## src/rtl/mixer_n_gain.sv

```systemverilog
// mixer_n_gain: mixes NUM_CH signed channels with per-channel gain and mute
// using one shared multiply-accumulate, producing one sample per lrclk frame.
module mixer_n_gain #(
  parameter int BITSIZE  = 24,
  parameter int NUM_CH   = 4,
  parameter int GAINSIZE = 8
) (
  input  logic                       bclk,
  input  logic                       reset_n,
  input  logic                       lrclk,
  input  logic [NUM_CH*BITSIZE-1:0]  in_flat,
  input  logic [NUM_CH*GAINSIZE-1:0] gain_flat,
  input  logic [NUM_CH-1:0]          mute,
  input  logic                       avg_mode,
  output logic [BITSIZE-1:0]         out,
  output logic                       valid,
  output logic                       busy,
  output logic                       overrun
);

  localparam int CW   = $clog2(NUM_CH);
  localparam int PW   = BITSIZE + GAINSIZE + 1;
  localparam int ACCW = BITSIZE + GAINSIZE + CW + 1;
  localparam logic [CW-1:0] LAST_IDX = CW'(NUM_CH - 1);
  localparam logic signed [ACCW-1:0] SAT_MAX = {{(ACCW-BITSIZE+1){1'b0}}, {(BITSIZE-1){1'b1}}};
  localparam logic signed [ACCW-1:0] SAT_MIN = {{(ACCW-BITSIZE+1){1'b1}}, {(BITSIZE-1){1'b0}}};

  typedef enum logic [1:0] {IDLE, ACC, DONE} state_t;

  state_t                     state_q, state_d;
  logic                       lr_q, lr_d;
  logic [CW-1:0]              idx_q, idx_d;
  logic signed [ACCW-1:0]     acc_q, acc_d;
  logic [NUM_CH*BITSIZE-1:0]  in_snap_q, in_snap_d;
  logic [NUM_CH*GAINSIZE-1:0] gain_snap_q, gain_snap_d;
  logic [NUM_CH-1:0]          mute_snap_q, mute_snap_d;
  logic                       avg_snap_q, avg_snap_d;
  logic [BITSIZE-1:0]         out_q, out_d;
  logic                       valid_q, valid_d;
  logic                       busy_q, busy_d;
  logic                       overrun_q, overrun_d;

  logic                       lr_rise;
  logic [BITSIZE-1:0]         sample_sel;
  logic [GAINSIZE-1:0]        gain_sel;
  logic                       mute_sel;
  logic [PW-1:0]              prod;
  logic signed [ACCW-1:0]     contrib;
  logic signed [ACCW-1:0]     shifted;
  logic [BITSIZE-1:0]         sat_val;

  assign lr_rise = lrclk & ~lr_q;

  // Channel select and MAC datapath; gain is zero-extended so the product is signed x unsigned.
  always_comb begin
    sample_sel = '0;
    gain_sel   = '0;
    mute_sel   = 1'b0;
    for (int i = 0; i < NUM_CH; i++) begin
      if (idx_q == CW'(i)) begin
        sample_sel = in_snap_q[i*BITSIZE +: BITSIZE];
        gain_sel   = gain_snap_q[i*GAINSIZE +: GAINSIZE];
        mute_sel   = mute_snap_q[i];
      end
    end
    prod    = {{(GAINSIZE+1){sample_sel[BITSIZE-1]}}, sample_sel} *
              {{(BITSIZE+1){1'b0}}, gain_sel};
    contrib = mute_sel ? '0 : {{CW{prod[PW-1]}}, prod};
  end

  always_comb begin
    shifted = avg_snap_q ? (acc_q >>> (GAINSIZE - 1 + CW)) : (acc_q >>> (GAINSIZE - 1));
    if (shifted > SAT_MAX) begin
      sat_val = SAT_MAX[BITSIZE-1:0];
    end else if (shifted < SAT_MIN) begin
      sat_val = SAT_MIN[BITSIZE-1:0];
    end else begin
      sat_val = shifted[BITSIZE-1:0];
    end
  end

  always_comb begin
    state_d     = state_q;
    lr_d        = lrclk;
    idx_d       = idx_q;
    acc_d       = acc_q;
    in_snap_d   = in_snap_q;
    gain_snap_d = gain_snap_q;
    mute_snap_d = mute_snap_q;
    avg_snap_d  = avg_snap_q;
    out_d       = out_q;
    valid_d     = 1'b0;
    busy_d      = busy_q;
    overrun_d   = overrun_q;

    // A frame edge that arrives outside IDLE (including the DONE cycle) is dropped.
    if (lr_rise && (state_q != IDLE)) begin
      overrun_d = 1'b1;
    end

    case (state_q)
      IDLE: begin
        if (lr_rise) begin
          in_snap_d   = in_flat;
          gain_snap_d = gain_flat;
          mute_snap_d = mute;
          avg_snap_d  = avg_mode;
          acc_d       = '0;
          idx_d       = '0;
          busy_d      = 1'b1;
          state_d     = ACC;
        end
      end
      ACC: begin
        acc_d = acc_q + contrib;
        if (idx_q == LAST_IDX) begin
          idx_d   = '0;
          state_d = DONE;
        end else begin
          idx_d = idx_q + 1'b1;
        end
      end
      DONE: begin
        out_d   = sat_val;
        valid_d = 1'b1;
        busy_d  = 1'b0;
        state_d = IDLE;
      end
      default: begin
        state_d = IDLE;
      end
    endcase
  end

  always_ff @(posedge bclk or negedge reset_n) begin
    if (!reset_n) begin
      state_q     <= IDLE;
      lr_q        <= 1'b0;
      idx_q       <= '0;
      acc_q       <= '0;
      in_snap_q   <= '0;
      gain_snap_q <= '0;
      mute_snap_q <= '0;
      avg_snap_q  <= 1'b0;
      out_q       <= '0;
      valid_q     <= 1'b0;
      busy_q      <= 1'b0;
      overrun_q   <= 1'b0;
    end else begin
      state_q     <= state_d;
      lr_q        <= lr_d;
      idx_q       <= idx_d;
      acc_q       <= acc_d;
      in_snap_q   <= in_snap_d;
      gain_snap_q <= gain_snap_d;
      mute_snap_q <= mute_snap_d;
      avg_snap_q  <= avg_snap_d;
      out_q       <= out_d;
      valid_q     <= valid_d;
      busy_q      <= busy_d;
      overrun_q   <= overrun_d;
    end
  end

  assign out     = out_q;
  assign valid   = valid_q;
  assign busy    = busy_q;
  assign overrun = overrun_q;

endmodule
```

## config.mk

```make
export PLATFORM = sky130hd
export DESIGN_NAME = mixer_n_gain
export DESIGN_NICKNAME = d
export VERILOG_FILES = /design/src/rtl/mixer_n_gain.sv
export SDC_FILE = /design/constraint.sdc
export NUM_CORES = 1
export LEC_CHECK = 0
export BUFFER_PORTS_ARGS = -buffer_cell sky130_fd_sc_hd__buf_2
export CORE_MARGIN = 2
export CORE_UTILIZATION = 60
export DETAILED_ROUTE_END_ITERATION = 10
export PLACE_DENSITY = 0.83
export SETUP_SLACK_MARGIN = 0.05
export SLEW_MARGIN = 0
export SYNTH_ARGS = -nofsm -noshare
export SYNTH_HDL_FRONTEND = slang
export SYNTH_SLANG_ARGS = --single-unit
```

## constraint.sdc

```tcl
create_clock -name bclk -period 14 [get_ports bclk]
set_clock_uncertainty 0.15 [all_clocks]
set_input_delay 1.4 -clock bclk [delete_from_list [all_inputs] [get_ports bclk]]
set_output_delay 1.4 -clock bclk [all_outputs]
set_load 0.01 [all_outputs]
```

## Yosys cells after proc, flatten, opt, wreduce, memory -nomap -nowiden

Index checks and enable logic that the tools add are counted.

| word-level totals | value |
|---|---|
| register bits after elaboration | 200 |
| bits of input ports | 136 |
| logic and storage cells | 63 |

| operators by class | value |
|---|---|
| add/sub/neg operators | 2 |
| multiply operators | 1 |
| magnitude comparators | 2 |
| equality and inequality tests | 7 |
| muxes and demuxes | 27 |
| bitwise gates (word level) | 2 |
| reduce and logical (&&, ||, !) cells | 10 |

Operator list:

| cell | count |
|---|---|
| two-way mux 24 bit | 6 |
| two-way mux 35 bit | 2 |
| case mux 35 bit (2 select lines) | 1 |
| adder 35 bit | 1 |
| multiplier 24 x 9 -> 33 bit | 1 |
| two-way mux 8 bit | 4 |
| > comparator 28 x 24 -> 1 bit (second input constant) | 1 |
| < comparator 28 x 24 -> 1 bit (second input constant) | 1 |
| two-way mux 27 bit | 1 |
| two-way mux 2 bit | 4 |
| case mux 2 bit (2 select lines) | 2 |
| AND reduction 2 bit | 4 |
| == test 2 bit (second input constant) | 3 |
| two-way mux 1 bit | 6 |
| nonzero test 2 bit | 3 |
| == test 2 x 1 -> 1 bit (second input constant) | 2 |
| logical NOT 2 bit | 2 |
| != test 2 bit (second input constant) | 2 |
| adder 2 x 1 -> 2 bit (second input constant) | 1 |
| case mux 1 bit (2 select lines) | 1 |
| bitwise AND 1 bit | 1 |
| logical AND 1 bit | 1 |
| NOT 1 bit | 1 |

## Depth between registers and ports, before layout

Gate-level depths: netlist of the first run.

| logic depth | value |
|---|---|
| depth after elaboration | 9 |
| mapped depth | 43 |

## Worst setup path before layout of the first run

Ideal clock, no wire load.

| path | value |
|---|---|
| path kind | register to register |
| start | register idx_q[0] |
| end | register acc_q[34] |
| setup time | 0.069 ns |
| data arrival time | 7.868 ns |
| required time | 13.781 ns |
| slack | 5.913 ns |
| stages on the path, launching flop included | 37 |
| clock period less this slack | 8.087 ns |
| cell sequence | dfrtp_1 -> inv_1 -> ha_1 -> clkbuf_1 -> buf_1 -> a21oi_1 -> o21ai_0 -> clkbuf_1 -> clkbuf_1 -> nand2_1 -> fa_1 -> inv_1 -> fa_1 -> fa_1 -> inv_1 -> fa_1 -> inv_1 -> ha_1 -> a211oi_1 -> nor2_1 -> o41ai_2 -> o21ai_1 -> a21o_1 -> a21o_1 -> a31oi_1 -> xor2_1 -> nor2_1 -> ha_1 -> nand2_1 -> o21ai_0 -> o211a_1 -> o21ai_1 -> a31oi_1 -> a31oi_1 -> xor2_1 -> or3_1 -> nand3_1 |

| between the ends | value |
|---|---|
| longest elaborated chain between the ends | 9 |
| elaborated cells between the ends (all ways) | 20 |
| classes of those cells | add/sub (1); mul (1); eq/ne (3); mux (14); reduce/logical (1) |

RTL lines:

| item | line | RTL |
|---|---|---|
| from (decl) | 32 | `logic [CW-1:0] idx_q, idx_d;` |
| from (signal assigned) | 152 | `idx_q <= idx_d;` |
| logical NOT 2 bit | 60 | `if (idx_q == CW'(i)) begin` |
| two-way mux 24 bit / two-way mux 8 bit (equally long branches) (4 in series) | 60 |  |
| multiplier 24 x 9 -> 33 bit | 66 | `prod = {{(GAINSIZE+1){sample_sel[BITSIZE-1]}}, sample_sel} *` |
| two-way mux 35 bit (*) | 68 | `contrib = mute_sel ? '0 : {{CW{prod[PW-1]}}, prod};` |
| adder 35 bit (*) | 115 | `acc_d = acc_q + contrib;` |
| case mux 35 bit (2 select lines) (*) | 101 | `case (state_q)` |
| to (signal assigned) | 140 | `acc_q <= '0;` |
| to (signal assigned) | 153 | `acc_q <= acc_d;` |
| to (decl) | 33 | `logic signed [ACCW-1:0] acc_q, acc_d;` |

Mark *: on every way between the ends. The rest lies on a longest branch, timed or not.
A chain may end at the register's enable or synchronous reset.

## Worst setup path in the final report of the first run

| path | value |
|---|---|
| start | register idx_q[1] |
| end | register acc_q[34] |

The elaborated chain is that of the path after synthesis.

==> impl_metrics.ini, run 1 <==
[outcome]
status = complete, no violations

[critical_path]
start_kind = flop
cp-end-kind = flop
arrival_ns = 9.63
cp_max_fo = 61
worstReg2RegStart = idx_q[1]$_DFFE_PN0P_
crit_required_ns = 14.23
r2r_cells = 39
critPathKind = flop to flop
crit_start = idx_q[1]$_DFFE_PN0P_
r2r-end = acc_q[34]$_DFFE_PN0P_
ff2ff_setup_slack_ns = 4.60
timing.critical_path.mode_cell = inv_1
worst_path_max_delay_cell = a21oi_1
cp-endpoint = acc_q[34]$_DFFE_PN0P_
max_stage_delay_ns = 0.78

[synthesis]
syn-num-nets = 2254
yosys_warnings = 0
syn_inst = 1863
async_reset_ff_frac = 1.00
syn_area_per_cell_sq_um = 9.18
synth_cell_types = 64
ys.flop_type = dfrtp_1
ys_seq_elements = 200
syn_area_sq_um = 17100
synth_edf_count = 0
ys_seq_area_frac = 0.292

[route]
via_per_inst = 5.65
wl_um = 39200
wire_per_inst_um = 16.6
antenna_left = 0
drtIter0Drc = 724
drc = 0
via_count = 13373
drtPass1Iterations = 5

[die]
rows = 61
core-area_sq_um = 27900
fp.dieW_um = 173
ios = 163
fp.dieH_um = 173
start_util = 0.613
fp.dieArea_sq_um = 29900

[clock_tree]
cts-resized-gates = 0
clockBufferDepth = 2
root_buffer = clkbuf_16
post_cts_buffers = 0
clkLatencyLatePin_ns = 0.46
cts_htree_levels = 4
cts_made_buffers = 17
cts_hold_buffers = 0
cts.clk_slew.worst_paths_ns = 0.09
cts_tree = yes
clock_sinks = 200

[timing]
finalSetupViolations = 0
drv_slew = 0
worst_pin_slew_ns = 1.13
rsz0062_at_grt = false
maxSlewHeadroom = 0.248
post-route-period-util = 0.671
holdWs_ns = 0.326
max_freq_mhz = 106
period_needed_ns = 9.40
final_hold_viol_count = 0
tns_ns = 0

[place]
gp_congestion = 0.918
port_buffers = 162
post-dp-hpwl_um = 29800

[global_route]
grt_pass1_wl_um = 66600
overflow = 0
grt_pass1_vias = 14106
grt_use_total = 0.270
grt_max_degree = 167
antenna_found_initial = 3

[hold_path]
hold_path.class = flop to flop
min_from = overrun$_DFFE_PN0P_
hold_depth = 1

[cells_and_area]
nFillCells = 2138
area_growth_pct = 10.3
fin_util = 0.676
drive_gt1_frac = 0.196
nets = 2365

[flow_run]
maxCapViolations = 0
cells by family (layout without fill, tap and decap cells):
kind of cell               Yosys count  in the layout  share of synthesized area
and+or+nand+nor                    532            532                      0.128
AOI/OAI and AO/OA                  360            360                      0.127
buffers and inverters              301            425                     0.0665
adders and majority gates          255            255                      0.253
DFF                                200            200                      0.292
muxes                              157            157                      0.103
xor gates and xnor gates            58             58                     0.0297
other                                0              1                          0
how the worst min path moves through the flow:
stage                                      to  slack [ns]
detailed placement        overrun$_DFFE_PN0P_        0.31
finish                    overrun$_DFFE_PN0P_        0.33
global route              overrun$_DFFE_PN0P_        0.36
global placement          overrun$_DFFE_PN0P_        0.30
floorplan           in_snap_q[10]$_DFFE_PN0P_        0.33
CTS                       out[18]$_DFFE_PN0P_        0.33
registers in the layout, summed over array words and instances (netlist names):
| signal | count |
|---|---|
| busy | 1 |
| acc_q | 35 |
| state_q | 2 |
| idx_q | 2 |
| valid | 1 |
| gain_snap_q | 32 |
| in_snap_q | 96 |
| overrun | 1 |
| avg_snap_q | 1 |
| lr_q | 1 |
| out | 24 |
| mute_snap_q | 4 |
final cells by class:
cell class / instances / area, sq um / area share
Clock inverter: 15 / 229 / 0.0121
Timing Repair Buffer: 177 / 945 / 0.0500
Sequential cell: 200 / 5000 / 0.265
Clock buffer: 17 / 425 / 0.0225
Tap cell: 378 / 473 / 0.0250
Antenna cell: 1 / 2.50 / 0.000133
Inverter: 216 / 811 / 0.0429
Multi-Input combinational cell: 1362 / 11000 / 0.582
per-stage QoR:
| step | instance area [sq um] | instances | setup slack (ns) |
|---|---|---|---|
| after floorplan | 17100 | 1863 | 5.91 |
| after global placement | 18200 | 2333 | 4.97 |
| after detailed placement | 18200 | 2333 | 4.78 |
| after CTS | 18900 | 2365 | 4.69 |
| after global routing | 18900 | 2365 | 3.99 |
| final | 18900 | 2366 | 4.60 |
synth_stat cells, drive strengths merged (7+ instances only):
| cell | number | area share |
|---|---|---|
| a21oi | 157 | 0.046 |
| xor2 | 26 | 0.013 |
| nand2b | 24 | 0.0088 |
| a31oi | 8 | 0.0029 |
| o21a | 8 | 0.0035 |
| o22ai | 24 | 0.0088 |
| nor2 | 257 | 0.056 |
| or2 | 8 | 0.0029 |
| nand2 | 190 | 0.042 |
| o21ai | 65 | 0.019 |
| fa | 151 | 0.18 |
| clkbuf | 67 | 0.015 |
| nand3 | 12 | 0.0035 |
| a21o | 43 | 0.019 |
| buf | 18 | 0.0044 |
| ha | 104 | 0.076 |
| xnor2 | 32 | 0.016 |
| nor3 | 12 | 0.0038 |
| inv | 216 | 0.047 |
| mux2 | 157 | 0.10 |
| a211oi | 10 | 0.0047 |
| and2 | 8 | 0.0029 |
| and3 | 7 | 0.0026 |
| dfrtp | 200 | 0.29 |
layer usage:
layer / global-route usage / part of all wire / vias up / wire (um)
li1: - / - / 6354 / -
met1: 0.347 / 0.42 / 6513 / 16500
met2: 0.464 / 0.49 / 426 / 19300
met3: 0.0464 / 0.062 / 76 / 2420
met4: 0.0890 / 0.026 / 4 / 1010
met5: 0 / 0.00097 / - / 38
critical path, delay by kind of cell (launching register included):
family | cells | cell delay [ns]
buf+inv | 6 | 1.02
xor+xnor | 2 | 0.34
simple gates | 10 | 1.28
fa+ha+maj | 7 | 2.70
flops | 1 | 0.42
compound gates | 14 | 3.37
placed cells by master (no fill, tap or decap), types with 14 or more instances in the layout:
master,count
xor2_1,26
ha_1,101
clkbuf_16,17
buf_2,161
buf_4,14
o21ai_1,14
a21oi_1,154
o22ai_1,24
nand2b_1,23
nor2_1,257
fa_1,151
mux2_2,157
o21ai_0,51
a21o_1,42
nand2_1,190
dfrtp_1,200
inv_1,216
xnor2_1,32
Power of run 1 is left out: the tool's default activity adds up to more than one toggle a clock period on the data nets, which glitch-free logic cannot reach.
==> inputs of run 2 (changes only) <==
CORE_UTILIZATION = 55   (was 60)
PLACE_DENSITY = 0.8   (was 0.83)
clock period = 7.7 ns   (was 14 ns; I/O delays follow)
==> run 2 against run 1 <==
  * The run now ends with negative setup slack left
  * Die area rose by 8.9%
  * Worst hold slack got worse by 0.037 ns
  * Count of clock-buffer cells in the layout increased by 1
  * First-iteration DRC count is 47% higher
  * Routed wire length up 28%
  * Global-route usage rose by 2.8 points
  * Final area rose by 19%
  * Cell count is 14% higher
  * Sequential share of layout area down 4.3 points
  * Fmax increased by 15%
  * Via count is 15% higher
  * Non-clock buffer count grew 308
==> impl_metrics.ini, run 2 (synthesis gave the netlist of run 1 again) <==
[hold_path]
hold_path.class = input port to flop
hold_depth = 1

[cells_and_area]
reg_top3 = in_snap_q x96, acc_q x35, gain_snap_q x32
area_growth_pct = 31.5
largest_reg_flops = 96
layout_common_cells = 274 x buf_4, 227 x nor2_1, 200 x inv_1, 200 x dfrtp_1, 177 x nand2_1
drive_gt1_frac = 0.377
top_register = in_snap_q
nets = 2673
final_common_cell = buf_4

[route]
via_per_inst = 5.70
via_count = 15347
wl_um = 50000
antenna_left = 0
drtIter0Drc = 1065
drc = 0
drtPass1Iterations = 7
wire_per_inst_um = 18.6

[timing]
finalSetupViolations = 17
rsz0062_at_grt = true
drv_slew = 0
final_hold_viol_count = 0
maxSlewHeadroom = 0.269
period_needed_ns = 8.15
fin_ws_ns = -0.453
worst_pin_slew_ns = 1.10
post-route-period-util = 1.06
max_freq_mhz = 123

[die]
ios = 163
fp.dieW_um = 180
rows = 64
core-area_sq_um = 30600
start_util = 0.559
fp.dieH_um = 180
fp.dieArea_sq_um = 32500

[critical_path]
r2r_cells = 41
start_kind = flop
timing.critical_path.mode_cell = nor2_1
max_stage_delay_ns = 0.54
crit_required_ns = 7.94
arrival_ns = 8.39
critPathKind = flop to flop
cp_max_fo = 6
cp-end-kind = flop
worst_path_max_delay_cell = fa_1

[clock_tree]
cts_htree_levels = 4
clock_sinks = 200
cts_made_buffers = 17
clockBufferDepth = 2
clkLatencyLatePin_ns = 0.47
cts.clk_slew.worst_paths_ns = 0.08
cts_hold_buffers = 0
root_buffer = clkbuf_16
cts_tree = yes

[flow_run]
maxCapViolations = 0

[global_route]
antenna_found_initial = 2
overflow = 0
grt_use_total = 0.297
grt_max_degree = 122
grt_pass1_vias = 16313
grt_pass1_wl_um = 78900

[place]
dp_slack_ns = -0.489
port_buffers = 162
gp_congestion = 0.931
post-dp-hpwl_um = 33600

[outcome]
status = complete, but fails checks
failed_checks = negative setup slack
-- run 2: changes by cell type in the layout (fill, tap and decap cells not counted), sizes merged --
cell / delta
clkinvlp: +1
buf: +307
clkinv: +3
clkbuf: +2
inv: -6
diode: +1
-- run 2: worst paths after layout --
path | to | from | slack, ns
max | acc_q[34]$_DFFE_PN0P_ | idx_q[1]$_DFFE_PN0P_ | -0.45
min | lr_q$_DFF_PN0_ | lrclk | 0.29
max reg2reg | acc_q[34]$_DFFE_PN0P_ | idx_q[1]$_DFFE_PN0P_ | -0.45
min reg2reg | out[18]$_DFFE_PN0P_ | out[18]$_DFFE_PN0P_ | 0.32
max in group asynchronous | in_snap_q[91]$_DFFE_PN0P_ | reset_n | 5.51
min in group asynchronous | acc_q[12]$_DFFE_PN0P_ | reset_n | 0.32
-- run 2: cell type report --
| class | instances | area [sq um] |
|---|---|---|
| inverter | 216 | 811 |
| tap | 396 | 495 |
| clock buffer | 18 | 439 |
| clock inverter | 13 | 139 |
| timing repair buffer | 485 | 3710 |
| sequential | 200 | 5000 |
| antenna | 2 | 5.00 |
| fill | 1901 | 8090 |
| multi-input combinational | 1362 | 11900 |
-- run 2: layer usage --
metal | routed length (um) | vias to the layer above | global-route usage
li1 | - | 6974 | -
met1 | 19500 | 7469 | 0.363
met2 | 24800 | 703 | 0.517
met3 | 3350 | 201 | 0.0521
met4 | 2380 | 0 | 0.132
met5 | 0 | - | 0
-- run 2: worst max-delay path: cells and delay by family, from the launching register on --
family / cells / cell delay, ns
xor+xnor: 2 / 0.36
simple gates: 9 / 0.70
compound gates: 13 / 2.53
buf+inv: 10 / 1.23
flops: 1 / 0.39
fa+ha+maj: 7 / 2.70
-- run 2: repair_timing --
item | in CTS | in global routing
gates cloned | 5 | 1
pin swaps | 130 | 77
endpoints found under the setup margin | 19 | 22
buffers inserted | 56 | 21
resized for setup | 158 | 80
-- run 2: per-stage QoR --
step           instances  hold slack, ns  setup TNS (ns)  instance area [sq um]   util
2_1_floorplan       1863           0.324               0                  17200      -
3_3_place_gp        2578           0.307           -2.04                  20100  0.658
3_5_place_dp        2578           0.315           -4.60                  20100  0.658
4_1_cts             2669           0.285          -0.277                  22000  0.718
5_1_grt             2691           0.295           -9.77                  22500  0.735
6_report            2692           0.289           -4.31                  22500  0.735
Power of run 2 is left out for the same reason.
